--- src/rtl/seg7_scan_ctrl_if.sv ---
// Load/display interface of the seven-segment scan controller.
//   load        one-cycle strobe capturing value/dp/digit_en/blink_en
//   value       hex nibble per digit, digit i = value[4i+3:4i]
//   dp          decimal point on, per digit
//   digit_en    digit enabled, per digit
//   blink_en    digit blinks, per digit
//   lz_blank    leading-zero blanking enable (live)
//   AN          anode selects, active-low
//   cathodes    {dp,g,f,e,d,c,b,a}, active-low
//   frame_start one-cycle pulse at the start of each scan frame
//   pending     a loaded value awaits commit
// The master drives the load side; the controller is the slave.
interface seg7_scan_ctrl_if #(
    parameter int NUM_DIGITS = 8
);
    logic                    load;
    logic [4*NUM_DIGITS-1:0] value;
    logic [NUM_DIGITS-1:0]   dp;
    logic [NUM_DIGITS-1:0]   digit_en;
    logic [NUM_DIGITS-1:0]   blink_en;
    logic                    lz_blank;
    logic [NUM_DIGITS-1:0]   AN;
    logic [7:0]              cathodes;
    logic                    frame_start;
    logic                    pending;

    modport master (
        output load, value, dp, digit_en, blink_en, lz_blank,
        input  AN, cathodes, frame_start, pending
    );

    modport slave (
        input  load, value, dp, digit_en, blink_en, lz_blank,
        output AN, cathodes, frame_start, pending
    );
endinterface

--- src/rtl/seg7_scan_ctrl.sv ---
// Multiplexed common-anode seven-segment display controller.
// Scans NUM_DIGITS digits, one slot of SCAN_CYC clocks each, with the first
// DEAD_CYC clocks of every slot blanked. New display contents are captured
// into a pending register set on bus.load and copied into the shadow set
// (which drives the display) only when the scan wraps back to digit 0.
// Ports:
//   clk_sys  system clock
//   rst      synchronous reset, active-low
//   bus      seg7_scan_ctrl_if slave modport (load inputs, display outputs)
module seg7_scan_ctrl #(
    parameter int NUM_DIGITS = 8,
    parameter int CLK_FREQ   = 100,
    parameter int REFRESH_HZ = 1000,
    parameter int SCAN_CYC   = CLK_FREQ * 1000000 / (REFRESH_HZ * NUM_DIGITS),
    parameter int DEAD_CYC   = 2,
    parameter int BLINK_CYC  = CLK_FREQ * 500000
) (
    input  logic            clk_sys,
    input  logic            rst,
    seg7_scan_ctrl_if.slave bus
);
    localparam int IW = $clog2(NUM_DIGITS);
    localparam int SW = $clog2(SCAN_CYC);
    localparam int BW = $clog2(BLINK_CYC);
    localparam logic [IW-1:0] IDX_LAST   = IW'(NUM_DIGITS - 1);
    localparam logic [SW-1:0] SLOT_LAST  = SW'(SCAN_CYC - 1);
    localparam logic [SW-1:0] DEAD_LAST  = SW'(DEAD_CYC);
    localparam logic [BW-1:0] BLINK_LAST = BW'(BLINK_CYC - 1);

    // Active-low segment pattern {g,f,e,d,c,b,a} for a hex nibble.
    function automatic logic [6:0] seg_decode(input logic [3:0] nib);
        case (nib)
            4'h0: seg_decode = 7'h40;
            4'h1: seg_decode = 7'h79;
            4'h2: seg_decode = 7'h24;
            4'h3: seg_decode = 7'h30;
            4'h4: seg_decode = 7'h19;
            4'h5: seg_decode = 7'h12;
            4'h6: seg_decode = 7'h02;
            4'h7: seg_decode = 7'h78;
            4'h8: seg_decode = 7'h00;
            4'h9: seg_decode = 7'h10;
            4'hA: seg_decode = 7'h08;
            4'hB: seg_decode = 7'h03;
            4'hC: seg_decode = 7'h46;
            4'hD: seg_decode = 7'h21;
            4'hE: seg_decode = 7'h06;
            default: seg_decode = 7'h0E;
        endcase
    endfunction

    logic [SW-1:0]           slot_q, slot_d;
    logic [IW-1:0]           idx_q, idx_d;
    logic [BW-1:0]           blink_q, blink_d;
    logic                    phase_on_q, phase_on_d;
    logic [4*NUM_DIGITS-1:0] sh_value_q, sh_value_d, pd_value_q, pd_value_d;
    logic [NUM_DIGITS-1:0]   sh_dp_q, sh_dp_d, pd_dp_q, pd_dp_d;
    logic [NUM_DIGITS-1:0]   sh_en_q, sh_en_d, pd_en_q, pd_en_d;
    logic [NUM_DIGITS-1:0]   sh_blink_q, sh_blink_d, pd_blink_q, pd_blink_d;
    logic                    pend_q, pend_d;
    logic [NUM_DIGITS-1:0]   an_q, an_d;
    logic [7:0]              cath_q, cath_d;
    logic                    fs_q, fs_d;

    logic                    slot_wrap, frame_wrap, visible;
    logic [NUM_DIGITS-1:0]   lz_mask;
    logic [3:0]              cur_nib;

    // Leading-zero mask: walking down from the top digit, a zero nibble is
    // blanked until the first enabled non-zero digit is seen. Digit 0 always
    // stays visible so a zero value still shows "0".
    always_comb begin : lz_scan
        logic       nz_above;
        logic [3:0] nib;
        nz_above = 1'b0;
        nib      = 4'h0;
        lz_mask  = '0;
        for (int i = NUM_DIGITS - 1; i >= 0; i--) begin
            nib        = sh_value_q[4*i +: 4];
            lz_mask[i] = (i != 0) && !nz_above && (nib == 4'h0);
            if (sh_en_q[i] && (nib != 4'h0)) begin
                nz_above = 1'b1;
            end
        end
    end

    always_comb begin
        slot_wrap  = (slot_q == SLOT_LAST);
        frame_wrap = slot_wrap && (idx_q == IDX_LAST);

        slot_d = slot_wrap ? '0 : slot_q + 1'b1;
        idx_d  = idx_q;
        if (slot_wrap) begin
            idx_d = (idx_q == IDX_LAST) ? '0 : idx_q + 1'b1;
        end

        blink_d    = (blink_q == BLINK_LAST) ? '0 : blink_q + 1'b1;
        phase_on_d = (blink_q == BLINK_LAST) ? ~phase_on_q : phase_on_q;

        // A load in the commit cycle lands in pending while the shadow takes
        // the previous pending contents, so the new value waits one frame.
        pd_value_d = bus.load ? bus.value    : pd_value_q;
        pd_dp_d    = bus.load ? bus.dp       : pd_dp_q;
        pd_en_d    = bus.load ? bus.digit_en : pd_en_q;
        pd_blink_d = bus.load ? bus.blink_en : pd_blink_q;
        pend_d     = bus.load | (pend_q & ~frame_wrap);

        sh_value_d = sh_value_q;
        sh_dp_d    = sh_dp_q;
        sh_en_d    = sh_en_q;
        sh_blink_d = sh_blink_q;
        if (frame_wrap && pend_q) begin
            sh_value_d = pd_value_q;
            sh_dp_d    = pd_dp_q;
            sh_en_d    = pd_en_q;
            sh_blink_d = pd_blink_q;
        end

        cur_nib = sh_value_q[{idx_q, 2'b00} +: 4];
        visible = sh_en_q[idx_q]
                  && !(sh_blink_q[idx_q] && !phase_on_q)
                  && !(bus.lz_blank && lz_mask[idx_q])
                  && (slot_q >= DEAD_LAST);

        an_d   = '1;
        cath_d = 8'hFF;
        if (visible) begin
            an_d[idx_q] = 1'b0;
            cath_d      = {~sh_dp_q[idx_q], seg_decode(cur_nib)};
        end

        fs_d = frame_wrap;
    end

    always_ff @(posedge clk_sys) begin
        if (!rst) begin
            slot_q     <= '0;
            idx_q      <= '0;
            blink_q    <= '0;
            phase_on_q <= 1'b1;
            sh_value_q <= '0;
            sh_dp_q    <= '0;
            sh_en_q    <= '0;
            sh_blink_q <= '0;
            pd_value_q <= '0;
            pd_dp_q    <= '0;
            pd_en_q    <= '0;
            pd_blink_q <= '0;
            pend_q     <= 1'b0;
            an_q       <= '1;
            cath_q     <= 8'hFF;
            fs_q       <= 1'b0;
        end else begin
            slot_q     <= slot_d;
            idx_q      <= idx_d;
            blink_q    <= blink_d;
            phase_on_q <= phase_on_d;
            sh_value_q <= sh_value_d;
            sh_dp_q    <= sh_dp_d;
            sh_en_q    <= sh_en_d;
            sh_blink_q <= sh_blink_d;
            pd_value_q <= pd_value_d;
            pd_dp_q    <= pd_dp_d;
            pd_en_q    <= pd_en_d;
            pd_blink_q <= pd_blink_d;
            pend_q     <= pend_d;
            an_q       <= an_d;
            cath_q     <= cath_d;
            fs_q       <= fs_d;
        end
    end

    assign bus.AN          = an_q;
    assign bus.cathodes    = cath_q;
    assign bus.frame_start = fs_q;
    assign bus.pending     = pend_q;
endmodule

--- src/flat_wrapper.sv ---
// flat-port wrapper written by rule: the top's interface ports become plain ports
module seg7_scan_ctrl_flat 
#(
    parameter int NUM_DIGITS = 8,
    parameter int CLK_FREQ   = 100,
    parameter int REFRESH_HZ = 1000,
    parameter int SCAN_CYC   = CLK_FREQ * 1000000 / (REFRESH_HZ * NUM_DIGITS),
    parameter int DEAD_CYC   = 2,
    parameter int BLINK_CYC  = CLK_FREQ * 500000
)
  (clk_sys, rst, bus_load, bus_value, bus_dp, bus_digit_en, bus_blink_en, bus_lz_blank, bus_AN, bus_cathodes, bus_frame_start, bus_pending);
  seg7_scan_ctrl_if #(.NUM_DIGITS(NUM_DIGITS)) bus_i ();
  input  logic clk_sys;
  input  logic rst;
  input wire logic [$bits(bus_i.load)-1:0] bus_load;
  input wire logic [$bits(bus_i.value)-1:0] bus_value;
  input wire logic [$bits(bus_i.dp)-1:0] bus_dp;
  input wire logic [$bits(bus_i.digit_en)-1:0] bus_digit_en;
  input wire logic [$bits(bus_i.blink_en)-1:0] bus_blink_en;
  input wire logic [$bits(bus_i.lz_blank)-1:0] bus_lz_blank;
  output wire logic [$bits(bus_i.AN)-1:0] bus_AN;
  output wire logic [$bits(bus_i.cathodes)-1:0] bus_cathodes;
  output wire logic [$bits(bus_i.frame_start)-1:0] bus_frame_start;
  output wire logic [$bits(bus_i.pending)-1:0] bus_pending;
  assign bus_i.load = bus_load;
  assign bus_i.value = bus_value;
  assign bus_i.dp = bus_dp;
  assign bus_i.digit_en = bus_digit_en;
  assign bus_i.blink_en = bus_blink_en;
  assign bus_i.lz_blank = bus_lz_blank;
  assign bus_AN = bus_i.AN;
  assign bus_cathodes = bus_i.cathodes;
  assign bus_frame_start = bus_i.frame_start;
  assign bus_pending = bus_i.pending;
  seg7_scan_ctrl #(.NUM_DIGITS(NUM_DIGITS), .CLK_FREQ(CLK_FREQ), .REFRESH_HZ(REFRESH_HZ), .SCAN_CYC(SCAN_CYC), .DEAD_CYC(DEAD_CYC), .BLINK_CYC(BLINK_CYC)) u_core (.clk_sys(clk_sys), .rst(rst), .bus(bus_i));
endmodule
--- config.mk ---
export PLATFORM = sky130hd
export DESIGN_NAME = seg7_scan_ctrl_flat
export DESIGN_NICKNAME = d
export VERILOG_FILES = /design/src/rtl/seg7_scan_ctrl_if.sv /design/src/rtl/seg7_scan_ctrl.sv /design/src/flat_wrapper.sv
export SDC_FILE = /design/constraint.sdc
export NUM_CORES = 1
export LEC_CHECK = 0
export CAP_MARGIN = 10
export CORE_MARGIN = 2
export CORE_UTILIZATION = 40
export DETAILED_ROUTE_END_ITERATION = 7
export PLACE_DENSITY = 0.58
export SLEW_MARGIN = 10
export SYNTH_ARGS = -nofsm -noshare
export SYNTH_HDL_FRONTEND = slang
export SYNTH_SLANG_ARGS = --single-unit
--- constraint.sdc ---
create_clock -name clk_sys -period 3.1 [get_ports clk_sys]
set_input_delay 0.775 -clock clk_sys [delete_from_list [all_inputs] [get_ports clk_sys]]
set_output_delay 0.775 -clock clk_sys [all_outputs]
set_load 0.02 [all_outputs]
==> reports/metrics.cfg <==
[worst_setup_path]
reg2reg_from = u_core.idx_q[1]
r2r-end = u_core.bus.cathodes[4]
critPathMaxStageDelay_ns = 0.63
r2r_slack_ns = 0.57
critPathLaunchType = flip-flop
crit_slowest_cell = dfxtp_1
crit_family = compound AO/OA/AOI/OAI gates
crit_buf_inv = 1
required_ns = 3.45
cp.arrival_ns = 2.87
critical_path.max_fanout = 14
path_class = reg -> reg
critical_path_cell_count = 6
worstRegToRegCells = 6
cp_cell_sequence = buf_4 > nor3b_1 > o21ai_0 > and4_1 > mux2_1 > o2111ai_1
end_kind = flip-flop

[die]
coreArea_um2 = 18090
fp.dieW_um = 140
chipHeight_um = 140
initial_core_util = 0.4091
num_rows = 49
dieArea_um2 = 19600
boundaryPins = 78

[sta]
slew_headroom = 0.5142
post-route-period-util = 0.8152
fin_worst_skew_ns = 0.006917
fin_crit_ns = 2.527
max_freq_mhz = 395.7
finalMaxSlewViolations = 0
setup_violations = 0
fin_setup_tns_ns = 0
rsz0062_at_grt = false
hold_viol = 0
tightestPinTransition_ns = 0.7286

[global_route]
grt_antenna_before_repair = 0
grt_max_degree = 119
grtUsageTotal = 0.1716
grt_pass1_vias = 5376
grt_pass1_wl_mm = 27.37
grt_overflow = 0

[synthesis]
synth_cell_types = 53
yosys.area.top_type = dfxtp_1
synth_common_cells = 174 x dfxtp_1, 133 x nand2_1, 114 x nor2_1
ys_seq_area_frac = 0.4708
yosysTopAreaCellShare = 0.4708
synthCells = 835
yosysWarnings = 0
synth-edff-count = 0
syn_nets = 906
synth_top_cells_by_area = dfxtp_1 47%, mux2i_1 8.5%, nand2_1 6.7%, nor2_1 5.8%, a21oi_1 4.6%
syn_area_um2 = 7398
async_flop_share = 0
synthFlopType = dfxtp_1
synth_most_common_cell = dfxtp_1
ys_ff_latch = 174
syn_avg_cell_area_um2 = 8.860

[clock_tree]
h-tree-depth = 4
clk_latency_ns = 0.43
root_buffer = clkbuf_16
cts.sinks = 174
cts_setup_buffers = 0
cts_resized = 0
holdBufCountCts = 0
cts_buffers = 17
cts_tree = done
clk_pin_slew_ns = 0.07
clock_path_buffers = 2

[finish]
nNetsFinal = 966
insertedDiodeCount = 0
stdcell_count = 1137
syn2layout_area_growth_pct = 21.17
final_layout_size_suffix_gt1_frac = 0.07269
fillerInstances = 1767

[placed_design]
place.gp.congestion = 0.8682
port_buffers = 77
hpwl_mm = 11.23
dp.cells = 1105

[worst_hold_path]
hold_path_class = reg -> reg
worstHoldStart = u_core.pd_value_q[23]
min_to = u_core.sh_value_q[23]
whs_path_depth = 2

[detailed_routing]
drc = 8
final_antenna_net_count = 0
routedWlPerCell_um = 14.47
via_count = 5763
viasPerCell = 5.069
dr.pass1.iters = 7
wirelength_mm = 16.45
drt_iter0_drc = 362

[run_status]
outcome = finished, violations left
violations = design-rule violations

[pwr]
cellLeakagePower_nw = 3.272
cellPowerDensity_nw_per_um2 = 528.3
peakVddDrop_uv = 367.3

[run]
drv_cap = 0

## layout by cell type, fill, tap and decap left out, types with 18 or more instances in the layout
| cell type | Yosys | final |
|---|---|---|
| dfxtp_1 | 174 | 174 |
| nand2_1 | 133 | 133 |
| nor2_1 | 114 | 114 |
| clkdlybuf4s50_1 | 0 | 76 |
| a21oi_1 | 68 | 68 |
| mux2i_1 | 63 | 63 |
| nand3_1 | 29 | 28 |
| xnor2_1 | 22 | 22 |
| nor4_1 | 19 | 19 |
| inv_1 | 19 | 18 |
## tightest hold or removal path: stages (launching register included)
cell	delay, ns
dfxtp_1	0.31
nand2_1	0.05
a21oi_1	0.05
## stage by stage
step	hold slack (ns)	area, um2	power [mW]	util	setup WS (ns)
global route	0.4761	8965	4.911	0.4957	0.3226
finish	0.4498	8965	4.736	0.4957	0.5730
detailed placement	0.4441	8361	2.599	0.4623	0.5519
CTS	0.4559	8965	4.797	0.4957	0.5716
floorplan	0.4312	7398	2.483	-	0.6862
global placement	0.4423	8361	2.597	0.4623	0.5873
## power by group
part | total, mW | switching, mW | internal [mW]
Combinational | 0.224 | 0.0991 | 0.125
Clock | 2.19 | 0.894 | 1.30
Sequential | 2.32 | 0.0341 | 2.29
Total | 4.74 | 1.03 | 3.71
## cells by family after synthesis
family | Yosys count | synth area share
compound gates | 111 | 0.09386
xor+xnor | 35 | 0.04143
fa+ha+maj | 11 | 0.01860
buf+inv | 71 | 0.04735
flops | 174 | 0.4708
mux | 72 | 0.1060
simple gates | 361 | 0.2219
## per-layer routing
metal  routed length, um  up-vias  GRT usage  share of wire
met1                8319     2654     0.2487           0.51
met2                7375       97     0.2590           0.45
met4                 127        0    0.04732         0.0077
li1                    -     3001          -              -
met5                   0        -          0              0
met3                 631       11    0.03692          0.038
## worst max path at each step
stage                                        end            start  slack (ns)
after floorplan           u_core.bus.cathodes[3]  u_core.idx_q[1]        0.69
after CTS                      u_core.sh_en_q[0]  u_core.idx_q[1]        0.57
after global routing      u_core.bus.cathodes[3]  u_core.idx_q[1]        0.32
final                     u_core.bus.cathodes[4]  u_core.idx_q[1]        0.57
after global placement    u_core.bus.cathodes[4]              rst        0.59
after detailed placement  u_core.bus.cathodes[1]              rst        0.55
## final cells by class
class | instances | area, um2 | share of cell area
flip-flops and latches | 174 | 3483 | 0.3886
well taps | 229 | 286.5 | 0.03196
repair buffers | 92 | 943.4 | 0.1052
multi-input cells | 590 | 3571 | 0.3983
inverters | 20 | 76.32 | 0.008514
clock inverters | 12 | 157.7 | 0.01759
clock buffers | 20 | 446.7 | 0.04983
## registers in the layout, indices dropped and copies added (netlist names)
signal / count
u_core.bus.cathodes: 8
u_core.phase_on_q: 1
u_core.bus.pending: 1
u_core.bus.AN: 8
u_core.sh_blink_q: 8
u_core.slot_q: 14
u_core.sh_value_q: 32
u_core.pd_dp_q: 8
u_core.pd_value_q: 32
u_core.idx_q: 3
u_core.bus.frame_start: 1
u_core.blink_q: 26
u_core.pd_blink_q: 8
u_core.pd_en_q: 8
u_core.sh_dp_q: 8
u_core.sh_en_q: 8
(Power assumes the default switching activity.)
